**src/rtl/tape_arbiter.sv**
```systemverilog
// tape_arbiter: shares the single-port tape RAM between the brainhack core and a
// host/debug port. The host gets the RAM for exactly one cycle per request. The
// core is stalled during that cycle and replays its access afterwards. A halt
// mode freezes the core so the host can do back-to-back accesses.
//
// Ports:
//   i_clock, i_reset_n      rising-edge clock, synchronous active-low reset
//   i_core_*                core tape access (req/we/addr/wdata)
//   o_core_rdata            tape read data to core (don't-care while stalled)
//   o_core_stall            core must hold and repeat its access
//   i_host_*                host request (level, held until ack), we/addr/wdata
//   i_host_halt             freeze core, host gets exclusive RAM
//   o_host_ack              one-cycle completion pulse
//   o_host_rdata            registered read data, valid with ack
//   o_host_halted           core frozen
//   o_ram_*, i_ram_rdata    tape RAM port (combinational read, write on edge)
module tape_arbiter #(
  parameter int unsigned ADDR_WIDTH   = 8,
  parameter int unsigned DATA_WIDTH   = 8,
  parameter int unsigned STARVE_LIMIT = 4
) (
  input  logic                  i_clock,
  input  logic                  i_reset_n,
  input  logic                  i_core_req,
  input  logic                  i_core_we,
  input  logic [ADDR_WIDTH-1:0] i_core_addr,
  input  logic [DATA_WIDTH-1:0] i_core_wdata,
  output logic [DATA_WIDTH-1:0] o_core_rdata,
  output logic                  o_core_stall,
  input  logic                  i_host_req,
  input  logic                  i_host_we,
  input  logic [ADDR_WIDTH-1:0] i_host_addr,
  input  logic [DATA_WIDTH-1:0] i_host_wdata,
  input  logic                  i_host_halt,
  output logic                  o_host_ack,
  output logic [DATA_WIDTH-1:0] o_host_rdata,
  output logic                  o_host_halted,
  output logic                  o_ram_we,
  output logic [ADDR_WIDTH-1:0] o_ram_addr,
  output logic [DATA_WIDTH-1:0] o_ram_wdata,
  input  logic [DATA_WIDTH-1:0] i_ram_rdata
);

  // Counter only has to reach STARVE_LIMIT-1 before the host is forced in.
  localparam int unsigned CNT_WIDTH = (STARVE_LIMIT > 1) ? $clog2(STARVE_LIMIT) : 1;
  localparam logic [CNT_WIDTH-1:0] CNT_MAX = CNT_WIDTH'(STARVE_LIMIT - 1);

  localparam logic [1:0] CORE_OWN = 2'd0;
  localparam logic [1:0] HOST_OWN = 2'd1;
  localparam logic [1:0] HALTED   = 2'd2;

  logic [1:0]            state_q, state_d;
  logic [CNT_WIDTH-1:0]  cnt_q, cnt_d;
  logic                  ack_q, ack_d;
  logic [DATA_WIDTH-1:0] rdata_q, rdata_d;
  logic                  pending;

  // A request still high during its own ack cycle is the old one, not a new one.
  assign pending = i_host_req & ~ack_q;

  always_comb begin
    state_d = state_q;
    case (state_q)
      CORE_OWN: begin
        if (i_host_halt) begin
          state_d = HALTED;
        end else if (pending && (!i_core_req || cnt_q == CNT_MAX)) begin
          state_d = HOST_OWN;
        end
      end
      HOST_OWN: state_d = i_host_halt ? HALTED : CORE_OWN;
      HALTED: begin
        if (pending) begin
          state_d = HOST_OWN;
        end else if (!i_host_halt) begin
          state_d = CORE_OWN;
        end
      end
      default: state_d = CORE_OWN;
    endcase
  end

  always_comb begin
    cnt_d = '0;
    // Count only cycles the core actually takes while the host waits.
    if (state_q == CORE_OWN && state_d == CORE_OWN && pending && i_core_req) begin
      cnt_d = cnt_q + 1'b1;
    end
  end

  assign ack_d   = (state_q == HOST_OWN);
  assign rdata_d = (state_q == HOST_OWN) ? i_ram_rdata : rdata_q;

  always_ff @(posedge i_clock) begin
    if (!i_reset_n) begin
      state_q <= CORE_OWN;
      cnt_q   <= '0;
      ack_q   <= 1'b0;
      rdata_q <= '0;
    end else begin
      state_q <= state_d;
      cnt_q   <= cnt_d;
      ack_q   <= ack_d;
      rdata_q <= rdata_d;
    end
  end

  // RAM mux is driven by the state register only, never by the request inputs.
  always_comb begin
    o_ram_we    = 1'b0;
    o_ram_addr  = i_core_addr;
    o_ram_wdata = i_core_wdata;
    case (state_q)
      CORE_OWN: o_ram_we = i_core_req & i_core_we;
      HOST_OWN: begin
        o_ram_we    = i_host_we;
        o_ram_addr  = i_host_addr;
        o_ram_wdata = i_host_wdata;
      end
      default: o_ram_we = 1'b0;
    endcase
    // No write may reach the RAM while reset is held.
    o_ram_we = o_ram_we & i_reset_n;
  end

  assign o_core_rdata  = i_ram_rdata;
  assign o_core_stall  = (state_q != CORE_OWN);
  assign o_host_halted = (state_q == HALTED);
  assign o_host_ack    = ack_q;
  assign o_host_rdata  = rdata_q;

endmodule

```
**config.mk**
```make
export PLATFORM = sky130hd
export DESIGN_NAME = tape_arbiter
export DESIGN_NICKNAME = d
export VERILOG_FILES = /design/src/rtl/tape_arbiter.sv
export SDC_FILE = /design/constraint.sdc
export NUM_CORES = 1
export LEC_CHECK = 0
export CAP_MARGIN = 10
export CORE_MARGIN = 4
export CORE_UTILIZATION = 31
export CTS_CLUSTER_DIAMETER = 100
export DETAILED_ROUTE_END_ITERATION = 7
export PLACE_DENSITY = 0.89
export SYNTH_ARGS = -nofsm -noshare
export SYNTH_HDL_FRONTEND = slang
export SYNTH_SLANG_ARGS = --single-unit
```
**constraint.sdc**
```tcl
create_clock -name i_clock -period 2.35 [get_ports i_clock]
set_input_delay 0.5875 -clock i_clock [delete_from_list [all_inputs] [get_ports i_clock]]
set_output_delay 0.5875 -clock i_clock [all_outputs]
set_load 0.03 [all_outputs]
```
After elaboration in Yosys (flattened, before gate mapping) --
Cells that the tools add are included.
Cells by class: add/sub/neg operators 1, eq/ne operators 3, multiplexer cells 9, bitwise gates (word level) 4, reductions and logical operators 10
Operator list (count):
- two-way mux 8 bit | 2
- two-way mux 2 bit | 5
- one-hot mux 2 bit (3 select lines) | 1
- equality test 2 bit, second input constant | 2
- logical AND 1 bit | 4
- logical NOT 2 bit | 2
- bitwise AND 1 bit | 3
- adder 2 x 1 -> 2 bit, second input constant | 1
- equality test 2 x 1 -> 1 bit, second input constant | 1
- one-hot mux 1 bit (2 select lines) | 1
- AND reduction 2 bit | 1
- nonzero test 2 bit | 1
- logical NOT 1 bit | 1
- logical OR 1 bit | 1
- inverter 1 bit | 1
Word-level totals: register bits after elaboration 13, input bits 47, output and inout bits 36, logic and storage cells 31

Longest topological paths before layout --
depth in word-level cells 11, gate-level depth with buffers 5, depth with buffers taken out 4

Worst setup path after synthesis --
Ideal clock, no wire load.
path kind flip-flop to output port, start point reg state_q[0], end point out o_ram_addr[0], arrival 1.087 ns, required time 1.762 ns, path slack 0.676 ns, cell stages (with the launch flop) 6, buffers on the path 2, path through dfxtp_1 nor2b_2 buf_6 buf_4 nand2_1 nand2_1
On the way: longest elaborated chain between the ends 2
RTL lines:
- from (decl) | line 52 | logic [1:0] state_q, state_d;
- from (signal assigned) | line 101 | state_q <= state_d;
- equality test 2 x 1 -> 1 bit | line 113 | case (state_q)
- two-way mux 8 bit | line 113
- to (decl) | line 39 | output logic [ADDR_WIDTH-1:0] o_ram_addr,
Every way passes these cells.

Final worst setup path --
start point in i_ram_rdata[3], end point out o_core_rdata[3]
RTL lines:
- from (decl) | line 41 | input logic [DATA_WIDTH-1:0] i_ram_rdata
- to (decl) | line 28 | output logic [DATA_WIDTH-1:0] o_core_rdata,
No word-level cell between the ends.

==> results.sh <==
export IMPL_totalWireLength_microns=2700
export IMPL_cell_count_of_the_worst_hold_path=1
export IMPL_worst_path_stages=2
export IMPL_worst_path_max_fanout=2
export IMPL_fin_nets=246
export IMPL_insertion_delay_ns=0.27
export IMPL_place_congestion=0.654
export IMPL_mappedNetlistArea_sq_um=836
export IMPL_nature_of_the_critical_path_endpoint="primary output"
export IMPL_crit_type="in2out"
export IMPL_ys_types=27
export IMPL_first_global_vias=991
export IMPL_synthArstFlopShare_pct=0
export IMPL_fp_dieArea_sq_um=3590
export IMPL_timing_critical_path_max_delay_family="buffers and inverters"
export IMPL_syn_avg_cell_area_sq_um=6.91
export IMPL_cts_buffers=3
export IMPL_dr_max_layer_used="met4"
export IMPL_drt_wirelength_per_cell_microns=11.9
export IMPL_slowest_stage="clkdlybuf4s50_1"
export IMPL_antenna_violating_nets_left=0
export IMPL_static_leak_uw=0.000715
export IMPL_synth_yosys_seq_area_share_pct=31.1
export IMPL_fill_cell_total_of_the_finished_layout=242
export IMPL_hold_worst_slack_ns=0.436
export IMPL_tritoncts_clock_tree="yes"
export IMPL_drive_gt1_share_pct=19.8
export IMPL_slowest_delay_ns=0.67
export IMPL_detailroute_wirelength_met3_microns=421
export IMPL_crit_chain="clkdlybuf4s50_1 > clkdlybuf4s50_1"
export IMPL_initial_core_util_pct=33.1
export IMPL_timing_critical_path_arrival_ns=1.74
export IMPL_grt_first_pass_wirelength_microns=3950
export IMPL_clockBufferDepth=2
export IMPL_postSynth_topFlopCell="dfxtp_1"
export IMPL_timing_hold_violations_final=0
export IMPL_htreeDepth=1
export IMPL_post_layout_total_power_uw=639
export IMPL_worst_endpoint_required_ns=1.76
export IMPL_min_period_over_period_pct=98.9
export IMPL_mostFrequentLayoutCell="nand2_1"
export IMPL_most_common_layout_cells="nand2_1 (63), clkdlybuf4s50_1 (58), buf_4 (28)"
export IMPL_cts_root_buf="clkbuf_4"
export IMPL_port_buffer_count=82
export IMPL_synth_edff_count=0
export IMPL_rsz_0062_raised_after_global_routing="no"
export IMPL_i_o_pins=83
export IMPL_timing_worst_slew_pin_value_ns=0.339
export IMPL_detailroute_via_count=1014
export IMPL_detailedPlacementHpwl_microns=2270
export IMPL_drcViolationCount=0
export IMPL_post_route_min_period_ns=2.32
export IMPL_floorplan_die_height_microns=59.9
export IMPL_detail_route_first_pass_iterations=4
export IMPL_clock_sink_count=13
export IMPL_worstPathBufferInverterCount=2
export IMPL_synthesis_instances=121
export IMPL_holdCritPathClass="reg2reg"
export IMPL_antenna_diode_count=0
export IMPL_ys_seq_elements=13
export IMPL_clock_fmax_mhz=430
export IMPL_start_kind="input port"
export IMPL_grt_overflow_total=0
export IMPL_reg2regPathDepth=4
export IMPL_number_of_antenna_violations_at_the_first_check_in_global_routing=0
export IMPL_final_core_utilization_pct=62.5
export IMPL_finClkSkew_ns=0.00478
export IMPL_design_core_area_sq_um=2520
export IMPL_maxCapViolCount=0
export IMPL_power_per_cell_area_nw_per_um2=405
export IMPL_yosys_warnings=0
export IMPL_path_clk_slew_ns=0.07
export IMPL_final_max_slew_violation_count=0
export IMPL_run_status="completed"
export IMPL_first_iter_violations=28
export IMPL_final_setup_viol_count=0
export IMPL_grtUsageTotal_pct=14.3
export IMPL_synth_net_count=169
export IMPL_wl_met2_microns=1340
export IMPL_power_ir_vdd_worst_uv=325
export IMPL_dieWidth_microns=59.9
export IMPL_row_count=18
export IMPL_setup_total_negative_slack_ns=0
export IMPL_slew_limit_headroom_pct=77.3
export IMPL_met1Wirelength_microns=929
export IMPL_crit_top_cell="clkdlybuf4s50_1"
export IMPL_drt_vias_per_instance=4.47
export IMPL_grt_max_degree=15
export IMPL_area_growth_syn_to_layout_pct=88.8
==> power by group <==
group | internal, uW | switching, uW
Clock | 65.7 | 70.1
Combinational | 139 | 132
Sequential | 227 | 5.80
==> state kept, by name, indices dropped and copies added (netlist names) <==
| signal | cells |
|---|---|
| cnt_q | 2 |
| o_host_ack | 1 |
| o_host_rdata | 8 |
| state_q | 2 |
==> cell type report <==
class / count / area, sq um / area share [%]
clock buffer: 4 / 26.3 / 1.67
inverter: 1 / 3.75 / 0.238
multi-input combinational: 92 / 450 / 28.5
sequential: 13 / 260 / 16.5
tap: 30 / 37.5 / 2.38
timing repair buffer: 87 / 800 / 50.7
==> Yosys cell counts, types with 2 or more instances <==
| cell type | instances | area (sq um) |
|---|---|---|
| nand2_2 | 3 | 18.8 |
| o21ai_0 | 2 | 10.0 |
| buf_4 | 10 | 75.1 |
| buf_6 | 2 | 22.5 |
| nor2b_1 | 2 | 12.5 |
| nor2_1 | 2 | 7.51 |
| a21boi_0 | 4 | 30.0 |
| dfxtp_1 | 13 | 260 |
| nand2_1 | 63 | 236 |
| a21boi_2 | 3 | 33.8 |
==> repair_timing <==
action,in CTS,in global routing
gates resized for setup,1,0
endpoints found under the setup margin,1,0
hold buffers,0,0
setup buffers,0,0
==> metrics by stage <==
step / worst slack (ns) / cell area (sq um) / instances
final: 0.0267 / 1580 / 227
after CTS: 0.0184 / 1580 / 227
after global placement: 0.0314 / 1550 / 223
after detailed placement: 0.00329 / 1550 / 223
after global routing: 0.0125 / 1580 / 227
after floorplan: 0.676 / 836 / 121
==> path summary, 6_finish.rpt <==
kind | slack, ns | to | start
max | 0.03 | o_core_rdata[3] | i_ram_rdata[3]
min | 0.44 | cnt_q[0]$_SDFF_PN0_ | cnt_q[0]$_SDFF_PN0_
max reg2reg | 1.22 | o_host_rdata[3]$_SDFFE_PN0N_ | state_q[0]$_SDFF_PN0_
min reg2reg | 0.44 | cnt_q[0]$_SDFF_PN0_ | cnt_q[0]$_SDFF_PN0_
==> cell families (layout without fill, tap and decap cells) <==
logic type | count (synthesis) | after routing | share of synthesized area, %
AND/OR/NAND/NOR | 80 | 80 | 41.8
adder cells (fa/ha/maj) | 1 | 1 | 1.50
AO/OA/AOI/OAI | 11 | 11 | 10.6
buffers and inverters | 16 | 92 | 15.0
flip-flops | 13 | 13 | 31.1
==> per-layer routing <==
| layer | up-vias | track usage, % |
|---|---|---|
| li1 | 521 | - |
| met1 | 437 | 13.4 |
| met2 | 54 | 27.5 |
| met3 | 2 | 5.62 |
| met4 | 0 | 4.75 |
| met5 | - | 0 |
No activity file was read; power rests on OpenSTA's default activity.
